[src/rtl/shift_unit.sv]
// shift_unit: sequential shift/rotate engine with valid/ready handshakes.
// It moves one bit position per clock, so any amount up to 2**AMT_W-1 costs
// amt cycles and no barrel shifter. Results are held in DONE until consumed.
module shift_unit #(
  parameter int WIDTH = 8,
  parameter int AMT_W = 3
) (
  input  logic             clk,
  input  logic             rst_n,
  input  logic             in_valid,
  output logic             in_ready,
  input  logic [WIDTH-1:0] in_data,
  input  logic [AMT_W-1:0] in_amt,
  input  logic [2:0]       in_mode,
  output logic             out_valid,
  input  logic             out_ready,
  output logic [WIDTH-1:0] out_data,
  output logic             out_carry
);

  typedef enum logic [1:0] {IDLE, BUSY, DONE} state_t;

  localparam logic [2:0] M_LSL = 3'b000;
  localparam logic [2:0] M_LSR = 3'b001;
  localparam logic [2:0] M_ASL = 3'b010;
  localparam logic [2:0] M_ASR = 3'b011;
  localparam logic [2:0] M_ROL = 3'b100;
  localparam logic [2:0] M_ROR = 3'b101;

  state_t           state_q;
  logic [WIDTH-1:0] data_q, shift_d;
  logic             carry_q, carry_d;
  logic [2:0]       mode_q;
  logic [AMT_W-1:0] cnt_q;
  logic             out_valid_q;
  logic [AMT_W-1:0] eff_amt;

  // Pass-through modes (11x) never shift, regardless of in_amt.
  assign eff_amt   = (in_mode[2:1] == 2'b11) ? '0 : in_amt;

  assign in_ready  = (state_q == IDLE);
  assign out_valid = out_valid_q;
  assign out_data  = data_q;
  assign out_carry = carry_q;

  // One-position step of the working register; carry is the bit that leaves
  // (or wraps) on this step.
  always_comb begin
    shift_d = data_q;
    carry_d = carry_q;
    case (mode_q)
      M_LSL, M_ASL: begin
        shift_d = {data_q[WIDTH-2:0], 1'b0};
        carry_d = data_q[WIDTH-1];
      end
      M_LSR: begin
        shift_d = {1'b0, data_q[WIDTH-1:1]};
        carry_d = data_q[0];
      end
      M_ASR: begin
        shift_d = {data_q[WIDTH-1], data_q[WIDTH-1:1]};
        carry_d = data_q[0];
      end
      M_ROL: begin
        shift_d = {data_q[WIDTH-2:0], data_q[WIDTH-1]};
        carry_d = data_q[WIDTH-1];
      end
      M_ROR: begin
        shift_d = {data_q[0], data_q[WIDTH-1:1]};
        carry_d = data_q[0];
      end
      default: ;
    endcase
  end

  // Control FSM: accept in IDLE, step in BUSY, hold result in DONE.
  always_ff @(posedge clk or negedge rst_n) begin
    if (!rst_n) begin
      state_q     <= IDLE;
      data_q      <= '0;
      carry_q     <= 1'b0;
      mode_q      <= '0;
      cnt_q       <= '0;
      out_valid_q <= 1'b0;
    end else begin
      case (state_q)
        IDLE: begin
          if (in_valid) begin
            data_q  <= in_data;
            mode_q  <= in_mode;
            cnt_q   <= eff_amt;
            carry_q <= 1'b0;
            if (eff_amt == '0) begin
              state_q     <= DONE;
              out_valid_q <= 1'b1;
            end else begin
              state_q <= BUSY;
            end
          end
        end
        BUSY: begin
          data_q  <= shift_d;
          carry_q <= carry_d;
          cnt_q   <= cnt_q - AMT_W'(1);
          if (cnt_q == AMT_W'(1)) begin
            state_q     <= DONE;
            out_valid_q <= 1'b1;
          end
        end
        DONE: begin
          if (out_ready) begin
            state_q     <= IDLE;
            out_valid_q <= 1'b0;
          end
        end
        default: begin
          state_q     <= IDLE;
          out_valid_q <= 1'b0;
        end
      endcase
    end
  end

endmodule

[config.mk]
export PLATFORM = sky130hd
export DESIGN_NAME = shift_unit
export DESIGN_NICKNAME = d
export VERILOG_FILES = /design/src/rtl/shift_unit.sv
export SDC_FILE = /design/constraint.sdc
export NUM_CORES = 1
export LEC_CHECK = 0
export ABC_AREA = 1
export CAP_MARGIN = 20
export CORE_ASPECT_RATIO = 0.5
export CORE_MARGIN = 2
export CORE_UTILIZATION = 35
export CTS_CLUSTER_DIAMETER = 200
export DETAILED_ROUTE_END_ITERATION = 10
export GPL_TIMING_DRIVEN = 0
export PLACE_DENSITY = 0.59
export SLEW_MARGIN = 25
export SYNTH_ARGS = -nofsm -noshare
export SYNTH_HDL_FRONTEND = slang
export SYNTH_SLANG_ARGS = --single-unit
export TNS_END_PERCENT = 50
[constraint.sdc]
create_clock -name clk -period 1.59 [get_ports clk]
set_input_delay 0.159 -clock clk [delete_from_list [all_inputs] [get_ports clk]]
set_output_delay 0.159 -clock clk [all_outputs]
set_load 0.005 [all_outputs]
# [Word-level counts from Yosys, hierarchy flattened]
# Cells that the tools add are included.
[word_totals] reg_bits=18 elab_cells=58
[op_classes] n_addsub=1 eq_ne=17 n_mux=19 reduce_logical=14
[ops] op="one-hot mux 8 bit (5 select lines)" count=1
[ops] op="one-hot mux 8 bit (2 select lines)" count=1
[ops] op="AND reduction 3 bit" count=3
[ops] op="two-way mux 2 bit" count=4
[ops] op="two-way mux 8 bit" count=1
[ops] op="!= test 2 bit, second input constant" count=4
[ops] op="AND reduction 4 bit" count=2
[ops] op="equality test 3 x 1 -> 1 bit, second input constant" count=2
[ops] op="equality test 3 x 2 -> 1 bit, second input constant" count=2
[ops] op="equality test 3 bit, second input constant" count=2
[ops] op="zero test 3 bit" count=2
[ops] op="two-way mux 3 bit" count=2
[ops] op="!= test 6 x 1 -> 1 bit, second input constant" count=1
[ops] op="one-hot mux 2 bit (3 select lines)" count=1
[ops] op="one-hot mux 3 bit (2 select lines)" count=1
[ops] op="OR reduction 3 bit" count=2
[ops] op="two-way mux 1 bit" count=5
[ops] op="!= test 5 x 1 -> 1 bit, second input constant" count=1
[ops] op="equality test 2 bit, second input constant" count=2
[ops] op="one-hot mux 1 bit (2 select lines)" count=2
[ops] op="AND reduction 2 bit" count=2
[ops] op="!= test 3 bit, second input constant" count=1
[ops] op="one-hot mux 1 bit (3 select lines)" count=1
[ops] op="subtractor 3 x 1 -> 3 bit, second input constant" count=1
[ops] op="other kinds (5)" count=5

# [Depth between registers and ports, before layout]
# Gate-level depths: netlist of the first run.
[logic_depth] word_depth=6 depth_mapped=9

# [Worst setup path before layout of the first run]
# Ideal clock, no wire load.
[synth_path] kind="reg2reg" from="register state_q[1]" to="register data_q[1], in the netlist out_data[1]" arrival_ns=1.039 required_ns=1.473 path_slack_ns=0.435 path_stages_with_launch=8 n_path_buf=1 cell_sequence="dfrtp_1 -> nor2_4 -> nand2_4 -> nand2_4 -> buf_6 -> nand2_1 -> nor2_1 -> nor2_1"
[synth_between] elab_chain_cells=3 word_cells_on_any_way=7 cone_classes="eq/ne (3); mux (1); reduce/logical (3)"
[synth_rtl] element="from (decl)" line_no="30" rtl="state_t state_q;"
[synth_rtl] element="from (signal assigned)" line_no="79" rtl="state_q <= IDLE;"
[synth_rtl] element="from (signal assigned)" line_no="94" rtl="state_q <= DONE;"
[synth_rtl] element="from (signal assigned)" line_no="97" rtl="state_q <= BUSY;"
[synth_rtl] element="zero test 2 bit (*)"
[synth_rtl] element="named net in_ready" line_no="11" rtl="output logic in_ready,"
[synth_rtl] element="!= test 2 bit (no source line) or nonzero test 2 bit (tied branches)"
[synth_rtl] element="AND reduction 3 bit (no source line)"
[synth_rtl] element="to (signal assigned)" line_no="89" rtl="data_q <= in_data;"
[synth_rtl] element="to (signal assigned)" line_no="102" rtl="data_q <= shift_d;"
[synth_rtl] element="to (decl)" line_no="31" rtl="logic [WIDTH-1:0] data_q, shift_d;"
# Mark *: on every way through the listed nets, which the timed path passes. The rest lies on a longest branch.
# A chain may end at the register's enable or synchronous reset.

# [Worst setup path in the final report of the first run]
[layout_path] from="register state_q[0]" to="output port in_ready"
[layout_between] elab_chain_cells=1
[layout_rtl] element="zero test 2 bit" line_no="41" rtl="assign in_ready = (state_q == IDLE);"
[layout_rtl] element="to (decl)" line_no="11"
# No other way between the ends.

==> results of run 1 <==
Yosys cell counts, drive strengths merged:
cell type / number / area (um2)
inv: 18 / 67.6
o21bai: 1 / 7.51
o211ai: 1 / 7.51
a21oi: 8 / 40.0
buf: 6 / 45.0
ha: 2 / 25.0
or2: 1 / 6.26
nand3: 17 / 90.1
dfrtp: 18 / 450
xnor2: 1 / 8.76
nand2: 57 / 236
o21ai: 6 / 30.0
nor2: 33 / 131
layout make-up:
type | instances | area (um2) | share of cell area [%]
buffer | 6 | 45.0 | 2.92
clock buffer | 4 | 55.1 | 3.57
inverter | 18 | 67.6 | 4.39
multi-input combinational | 127 | 583 | 37.9
sequential | 18 | 452 | 29.3
tap | 40 | 50.0 | 3.25
timing repair buffer | 29 | 288 | 18.7
how the worst max path moves through the flow:
stage                  end
6_report          in_ready
3_5_place_dp   out_data[5]
5_1_grt           in_ready
3_3_place_gp   out_data[6]
2_1_floorplan  out_data[1]
4_1_cts           in_ready
worst max-delay path: cells and delay by family, from the launching register on:
family	cells	cell delay, ns
buffers and inverters	1	0.51
DFF	1	0.45
and+or+nand+nor	1	0.15
power breakdown:
group / switching, uW / leakage (uW) / internal, uW / total [uW]
logic: 996 / 0.000537 / 850 / 1850
registers: 207 / 0.000214 / 699 / 906
clock network: 169 / 0.0000288 / 220 / 389
placed cells by master, fill, tap and decap left out:
master and n:
nand2_1 52, a21oi_1 8, buf_2 3, dfrtp_2 1, clkdlybuf4s50_1 28, ha_1 2, dfrtp_1 17, o211ai_1 1
o21bai_1 1, nand3_1 16, xnor2_1 1, inv_2 2, o21ai_0 6, clkbuf_8 4, nand3_2 1, or2_1 1
inv_1 16, nand2_2 3, nor2_1 32, buf_4 2, buf_6 2, nor2_4 1, nand2_4 2
cells by family (layout without fill, tap and decap cells):
family,count (synthesis),in the layout
AO/OA/AOI/OAI,16,16
XOR/XNOR,1,1
adder cells (fa/ha/maj),2,2
buffers and inverters,24,57
flip-flops,18,18
AND/OR/NAND/NOR,108,108
timing repair:
| action | in CTS | in global routing |
|---|---|---|
| hold buffers | 0 | 0 |
| setup buffers | 0 | 1 |
| endpoints found under the setup margin | 0 | 1 |
| gates resized for setup | 0 | 1 |
sequential cells by signal, summed over array words and instances (netlist names):
| register | flops |
|---|---|
| mode_q | 3 |
| out_valid | 1 |
| out_data | 8 |
| state_q | 2 |
| cnt_q | 3 |
| out_carry | 1 |
metrics by stage:
| step | setup slack, ns | area [um2] |
|---|---|---|
| floorplan | 0.435 | 1150 |
| global placement | 0.236 | 1480 |
| detailed placement | 0.248 | 1480 |
| CTS | 0.0302 | 1530 |
| global route | 0.0138 | 1540 |
| finish | 0.0595 | 1540 |
metal layers:
metal  wire, um  share of wire (%)  vias to the layer above  global-route usage [%]
met1       1410                 53                      510                    21.5
li1           -                  -                      590                       -
met3        124                4.7                        2                    4.66
met4         14               0.53                        0                    1.90
met5          0                  0                        -                       0
met2       1120                 42                       23                    24.7
==> metrics, run 1 <==
TritonCTS clock tree yes; CP Launch Point state_q[0]; Mapped Nets 189; share of cells above drive strength 1 10.4%; synthesis-stage register bit count 18; Site Rows 14; Post-Synth Adder-Cell Area 2.18%; area of the core 0.00307 mm2; Worst setup SP type flip-flop; mux cell area share after synthesis 0%; die height 44.5 um; Reg clk slew, reported paths 0.08 ns; maxcap violations 0; Area growth, synth to finish 34.4%; Mapped Area 0.00115 mm2; Critical Path AT 1.37 ns; I/O Buffers 28; status finished, final reports clean; drt drc 0; die width 84.9 um; FF-to-FF setup slack 0.34 ns; IO Pins 29; post-route non-filler standard cell count 242; final setup fails 0; Post-Synth XOR/XNOR Area 0.764%; VDD IR max 834 uV; Slowest-stage cell, CP clkdlybuf4s50_1; Via density 4.65; TritonCTS buffer count 3; worst-path fanout max 4; Synth cell types 20; clk_lat worst skew 0.26 ns; initial antenna violation count 0; Tot GR Track Use 15.4%; via count 1125; largest family of logic cells by synthesized area simple AND/OR/NAND/NOR gates; grt ovf 0; crit path time final 1.53 ns; Nets 223; Slew Limit Fails 0; simple-gate share of the synthesized area 40.5%; RSZ-0062 raised after global routing false; Synth Warn # 0; final core occ 50.2%; worst reg2reg path startpoint mode_q[1]; Reg2Reg Depth 7; initial detailed-routing violation count 79; critical path endpoint category output port; DP Wirelength 1990 um; fill count 308; largest net degree at the start of global routing 19; pwr/cell area 2040 mW/mm2; DR pass1 iterations 4; Max-slew headroom 42.2%; Leak Pwr 0.000779 uW; Inst Count DP 237; Mean Syn Cell Area 6.78 um2; sequential area share after synthesis 39.3%; Reg2Reg Capture Point out_data[5]; Detail Route Antenna Nets 0; die area 0.00378 mm2; post-synthesis compound-gate area fraction 7.42%; Total Wirelength 2670 um; starting density of the core 37.4%; final period utilization 96.3%; Routed wire per std cell 11.0 um; f_max 653 MHz; Setup Skew 0.00419 ns; worst slew pin tran 0.864 ns; root buf cell clkbuf_8; hold_ws 0.390 ns; CTS max path bufs 2; vias in the first global route 1027; ANT cells 0; gpl congestion 0.778; first-pass GRT wire length 4620 um; clock sink total 18; H-tree levels 1; Final Hold Fails 0; WS Path Type flip-flop to output port; slowest stage delay, CP 0.51 ns; Crit path required time 1.43 ns; hold crit path type primary input to asynchronous set/reset pin; crit path cell chain nor2_4 -> clkdlybuf4s50_1; Cells after Synth 169; total power 3140 uW; setup TNS 0 ns
Power figures use the tool's default switching activity.
==> run 2: changes to the inputs <==
Settings changed: TNS_END_PERCENT 50 to 100.
==> results of run 2 <==
Same layout as run 1: the final DEF is identical, and so are final timing and power.
